===== src/rtl/keypad_entry_16b.sv =====
// keypad_entry_16b: 4x4 hex keypad scanner with debounce and a 16-bit
// shift-in operand register that feeds the display's x/neg inputs.
// Optional feature macro: KEYPAD_SIGN_EN (SIGN pulse toggles NEG[3]).
//
// state    | meaning
// ---------+----------------------------------------------------------
// IDLE     | walking rows one per tick, waiting for a single-column press
// DEBOUNCE | row frozen, counting identical samples of the captured key
// HOLD     | key accepted, row frozen, counting all-high release samples
module keypad_entry_16b #(
   parameter int SCAN_DIV   = 1,
   parameter int DEBOUNCE_N = 2
) (
   input  logic        CLK,
   input  logic        RST,
   input  logic [3:0]  COL,
   output logic [3:0]  ROW,
   input  logic        CLR,
   input  logic        SIGN,
   output logic [3:0]  KEY,
   output logic        KEY_VALID,
   output logic [15:0] X,
   output logic [3:0]  NEG
);

   localparam int DIV_W = (SCAN_DIV > 1) ? $clog2(SCAN_DIV) : 1;
   localparam int CNT_W = $clog2(DEBOUNCE_N + 1);
   localparam logic [DIV_W-1:0] DIV_LAST = DIV_W'(SCAN_DIV - 1);
   localparam logic [CNT_W-1:0] CNT_DONE = CNT_W'(DEBOUNCE_N);

   typedef enum logic [1:0] {IDLE, DEBOUNCE, HOLD} state_t;

   state_t           state, state_n;
   logic [1:0]       row_idx, row_n;
   logic [DIV_W-1:0] div_cnt, div_n;
   logic [CNT_W-1:0] cnt, cnt_n, cnt_inc;
   logic [3:0]       code, code_n;
   logic [3:0]       key_n;
   logic             kv_n;
   logic [15:0]      x_n;
   logic [3:0]       neg_n;
   logic             tick, col_ok, accept;
   logic [1:0]       col_idx;

`ifndef KEYPAD_SIGN_EN
   logic             unused_sign;
   assign unused_sign = SIGN;
`endif

   assign tick    = (div_cnt == DIV_LAST);
   assign cnt_inc = cnt + 1'b1;
   assign ROW     = ~(4'b0001 << row_idx);

   // Decode a valid sample: exactly one column pulled low.
   always_comb begin
      col_ok  = 1'b0;
      col_idx = 2'd0;
      case (COL)
         4'b1110: begin col_ok = 1'b1; col_idx = 2'd0; end
         4'b1101: begin col_ok = 1'b1; col_idx = 2'd1; end
         4'b1011: begin col_ok = 1'b1; col_idx = 2'd2; end
         4'b0111: begin col_ok = 1'b1; col_idx = 2'd3; end
         default: begin col_ok = 1'b0; col_idx = 2'd0; end
      endcase
   end

   // Next-state, scan, debounce and operand-register logic.
   always_comb begin
      state_n = state;
      row_n   = row_idx;
      div_n   = tick ? '0 : div_cnt + 1'b1;
      cnt_n   = cnt;
      code_n  = code;
      key_n   = KEY;
      kv_n    = 1'b0;
      x_n     = X;
      neg_n   = NEG;
      accept  = 1'b0;

      if (tick) begin
         case (state)
            IDLE: begin
               if (col_ok) begin
                  code_n = {row_idx, col_idx};
                  if (CNT_DONE == CNT_W'(1)) begin
                     accept  = 1'b1;
                     cnt_n   = '0;
                     state_n = HOLD;
                  end else begin
                     cnt_n   = CNT_W'(1);
                     state_n = DEBOUNCE;
                  end
               end else begin
                  row_n = row_idx + 2'd1;
               end
            end
            DEBOUNCE: begin
               if (col_ok && col_idx == code[1:0]) begin
                  if (cnt_inc == CNT_DONE) begin
                     accept  = 1'b1;
                     cnt_n   = '0;
                     state_n = HOLD;
                  end else begin
                     cnt_n = cnt_inc;
                  end
               end else begin
                  // bounce: drop the candidate and carry on with the next row
                  cnt_n   = '0;
                  row_n   = row_idx + 2'd1;
                  state_n = IDLE;
               end
            end
            HOLD: begin
               if (COL == 4'hF) begin
                  if (cnt_inc == CNT_DONE) begin
                     cnt_n   = '0;
                     state_n = IDLE;
                  end else begin
                     cnt_n = cnt_inc;
                  end
               end else begin
                  cnt_n = '0;
               end
            end
            default: begin
               cnt_n   = '0;
               state_n = IDLE;
            end
         endcase
      end

      if (accept) begin
         key_n = code_n;
         kv_n  = 1'b1;
         x_n   = {X[11:0], code_n};
      end

`ifdef KEYPAD_SIGN_EN
      neg_n = {NEG[3] ^ SIGN, 3'b000};
`else
      neg_n = 4'b0000;
`endif

      // clear beats a same-cycle acceptance; KEY/KEY_VALID still report it
      if (CLR) begin
         x_n   = '0;
         neg_n = 4'b0000;
      end
   end

   // State and output registers with synchronous reset.
   always_ff @(posedge CLK) begin
      if (RST) begin
         state     <= IDLE;
         row_idx   <= 2'd0;
         div_cnt   <= '0;
         cnt       <= '0;
         code      <= 4'h0;
         KEY       <= 4'h0;
         KEY_VALID <= 1'b0;
         X         <= 16'h0000;
         NEG       <= 4'b0000;
      end else begin
         state     <= state_n;
         row_idx   <= row_n;
         div_cnt   <= div_n;
         cnt       <= cnt_n;
         code      <= code_n;
         KEY       <= key_n;
         KEY_VALID <= kv_n;
         X         <= x_n;
         NEG       <= neg_n;
      end
   end

endmodule

===== config.mk =====
export PLATFORM = sky130hd
export DESIGN_NAME = keypad_entry_16b
export DESIGN_NICKNAME = d
export VERILOG_FILES = /design/src/rtl/keypad_entry_16b.sv
export SDC_FILE = /design/constraint.sdc
export NUM_CORES = 1
export LEC_CHECK = 0
export CAP_MARGIN = 30
export CORE_ASPECT_RATIO = 1.4
export CORE_UTILIZATION = 52
export DETAILED_ROUTE_END_ITERATION = 6
export GPL_TIMING_DRIVEN = 0
export PLACE_DENSITY = 0.86
export SYNTH_ARGS = -nofsm -noshare
export SYNTH_HDL_FRONTEND = slang
export SYNTH_SLANG_ARGS = --single-unit
export TNS_END_PERCENT = 10

===== constraint.sdc =====
create_clock -name CLK -period 5.8 [get_ports CLK]
set_input_delay 1.16 -clock CLK [delete_from_list [all_inputs] [get_ports CLK]]
set_output_delay 1.16 -clock CLK [all_outputs]
set_load 0.1 [all_outputs]

==> metrics.md <==
| Metric | Value |
|---|---|
| Synth async-reset ratio | `0%` |
| Crit end category | `primary output` |
| Max-slew violation count | `0` |
| Max Cap Viol | `0` |
| Clk_lat worst skew | `0.35 ns` |
| Critical path, cell by cell | `inv_1, ha_1, inv_1, clkdlybuf4s50_1` |
| Clock tree sinks | `32` |
| Avg Cell Area, Syn | `8.73 um2` |
| Hold Buf Count CTS | `0` |
| Final period util | `59.4%` |
| YS warnings | `0` |
| Hold path startpoint | `cnt[1]` |
| H-tree lvl count | `2` |
| # IOs | `37` |
| Mux share of post-synthesis cell area | `10.9%` |
| Maximum VDD drop | `0.165 mV` |
| Final hold slack | `0.454 ns` |
| Final nets | `223` |
| Total die area | `3070 um2` |
| Initial Util | `55.6%` |
| Clock tree buffer depth | `2` |
| Largest family of logic cells by synthesized area | `simple AND/OR/NAND/NOR gates` |
| Period minus WS final | `3.44 ns` |
| Ant diodes | `0` |
| Via count | `1334` |
| Row count | `22` |
| Reg2reg path depth | `6` |
| Routed wire length | `3250 um` |
| Vias in the first global route | `1237` |
| Drt first pass iters | `4` |
| GR Util All Layers | `24.4%` |
| Drt wl/cell | `13.1 um` |
| Largest net degree at the start of global routing | `12` |
| Final hold viol count | `0` |
| Most frequent cells in the layout | `32 x dfxtp_1, 30 x clkdlybuf4s50_1, 27 x nor2_1, 15 x mux2i_1` |
| Post-synth top area cell | `dfxtp_1` |
| Reg2reg start | `code[0]` |
| CTS tree | `built` |
| Pwr Density | `251 nW/um2` |
| GRT met1 Usage | `24.7%` |
| RSZ-0062 raised after global routing | `no` |
| Total grt overflow | `0` |
| Post-Synth Adder-Cell Area | `3.37%` |
| Residual DRC count | `0` |
| PortBufs | `30` |
| Placeable Area | `2670 um2` |
| Slew headroom | `34.6%` |
| Yosys top cell area share | `43.2%` |
| Netlist cell types | `41` |
| EDFF count, synth | `0` |
| Die W | `47.2 um` |
| HPWL after DPL | `2470 um` |
| XOR/XNOR share of the synthesized area | `0.590%` |
| Initial antenna violation count | `0` |
| Achievable frequency | `0.290 GHz` |
| Synth top area cells | `dfxtp_1 43%, mux2i_1 10%, nor2_1 6.8%, ha_1 3.4%, a21oi_1 2.7%` |
| CP max FO | `5` |
| Syn Std Cell Area | `1480 um2` |
| Number of CTS-inserted buffers | `5` |
| Busiest grt layer | `met2` |
| Static Leakage | `0.719 nW` |
| Cells after Synth | `170` |
| Area Overhead vs Synth | `29.7%` |
| Clock transition at path regs | `0.10 ns` |
| Status | `complete, no violations` |
| CP arrival | `2.28 ns` |
| Worst setup path class | `flop to primary output` |
| CP dominant cell by count | `inv_1` |
| Worst path required time | `4.64 ns` |
| Hold endpoint | `cnt[1]` |
| Final ANT Viol Nets | `0` |
| Launch point of the critical path | `row_idx[0]` |
| Gp weighted congestion | `0.874` |
| Most used DFF post-synth | `dfxtp_1` |
| Slowest CP cell | `clkdlybuf4s50_1` |
| Post-CTS setup buffer count | `0` |
| Avg Vias per Cell | `5.38` |
| RR Endpoint | `X[4]` |
| Grt met2 use | `41.3%` |
| Seq/Total Area, Yosys | `43.2%` |
| TNS Setup | `0 ns` |
| CTS root buffer | `clkbuf_4` |
| Met3 Track Usage GR | `8.24%` |
| Hold Path Class | `flop to flop` |
| Most common cell after layout, fill and taps aside | `dfxtp_1` |
| Worst path max stage delay | `1.12 ns` |
| #FFs+latches synth | `32` |
| Final Skew | `0.0121 ns` |
| Post-synthesis compound-gate area fraction | `12.9%` |
| DRT iter0 DRCs | `36` |
| Proportion of layout cells with a drive suffix above 1 | `9.43%` |
| Die height | `65.2 um` |
| R2r setup slk | `3.73 ns` |
| Post-cts sizing count | `0` |
| Least-Margin Pin Slew | `0.978 ns` |
| Hold Crit Depth | `1` |
| Final setup vio count | `0` |
| Startpoint Class | `flop` |
| Synth Area in Simple Gates | `21.3%` |
| First-pass GRT wire length | `5330 um` |
[cells in the mapped netlist, types with 2 or more instances]
cell      count
or4_1         2
and3b_1       2
a21oi_1       8
nand3b_1      2
clkbuf_1      4
nand4b_1      2
nor3b_1       2
nand4_1       2
inv_1        10
nor3_1        6
ha_1          4
a211oi_1      4
o21ai_0       4
dfxtp_1      32
and3_1        2
nor2_1       27
nand2_1      10
mux2i_1      15
and2_1        2
o311a_1       2
buf_2         5
buf_4         4
[cells by family after synthesis]
| logic type | count (synthesis) |
|---|---|
| DFF | 32 |
| and+or+nand+nor | 64 |
| muxes | 16 |
| xor gates and xnor gates | 1 |
| other | 1 |
| AOI/OAI and AO/OA | 28 |
| adders and majority gates | 4 |
| buffers and inverters | 24 |
[how the worst max path moves through the flow]
stage / slack [ns] / to
floorplan: 3.14 / KEY[0]
global placement: 2.56 / X[4]
detailed placement: 2.45 / X[10]
CTS: 2.35 / ROW[2]
global route: 2.26 / ROW[2]
finish: 2.36 / ROW[2]
[flip-flops by register name, indices dropped and copies added, names as in the netlist]
name and flops:
div_cnt 1, KEY_VALID 1, X 16, row_idx 2
code 4, KEY 4, cnt 2, state 2
[per-layer routing]
layer / vias to the layer above / part of all wire, %
li1: 668 / -
met1: 606 / 38
met2: 50 / 53
met3: 10 / 5.3
met4: 0 / 3.0
met5: - / 0
[metrics by stage]
step,instances,area (um2),util [%],power [mW],worst slack (ns)
final,248,1920,72.1,0.484,2.36
after global routing,248,1920,72.1,0.500,2.26
after CTS,248,1920,72.1,0.484,2.35
after detailed placement,240,1840,69.1,0.316,2.45
after global placement,240,1840,69.1,0.314,2.56
after floorplan,174,1500,-,0.298,3.14
[cell type report]
cell class	count	area [um2]
Inverter	10	37.5
Fill cell	210	746
Multi-Input combinational cell	118	747
Tap cell	36	45.0
Clock inverter	3	42.5
Timing Repair Buffer	30	300
Clock buffer	5	37.5
Sequential cell	32	641
Buffer	14	73.8
[power breakdown]
part,switching (mW),total [mW],internal [mW]
logic,0.0602,0.0845,0.0243
registers,0.00466,0.228,0.224
clock network,0.0813,0.171,0.0898
[worst max-delay path: cells and delay by family (launching register included)]
family / cells / cell delay [ns]
fa+ha+maj: 1 / 0.21
flops: 1 / 0.43
buf+inv: 3 / 1.28
Note: power is estimated with default switching activity, not from simulation.
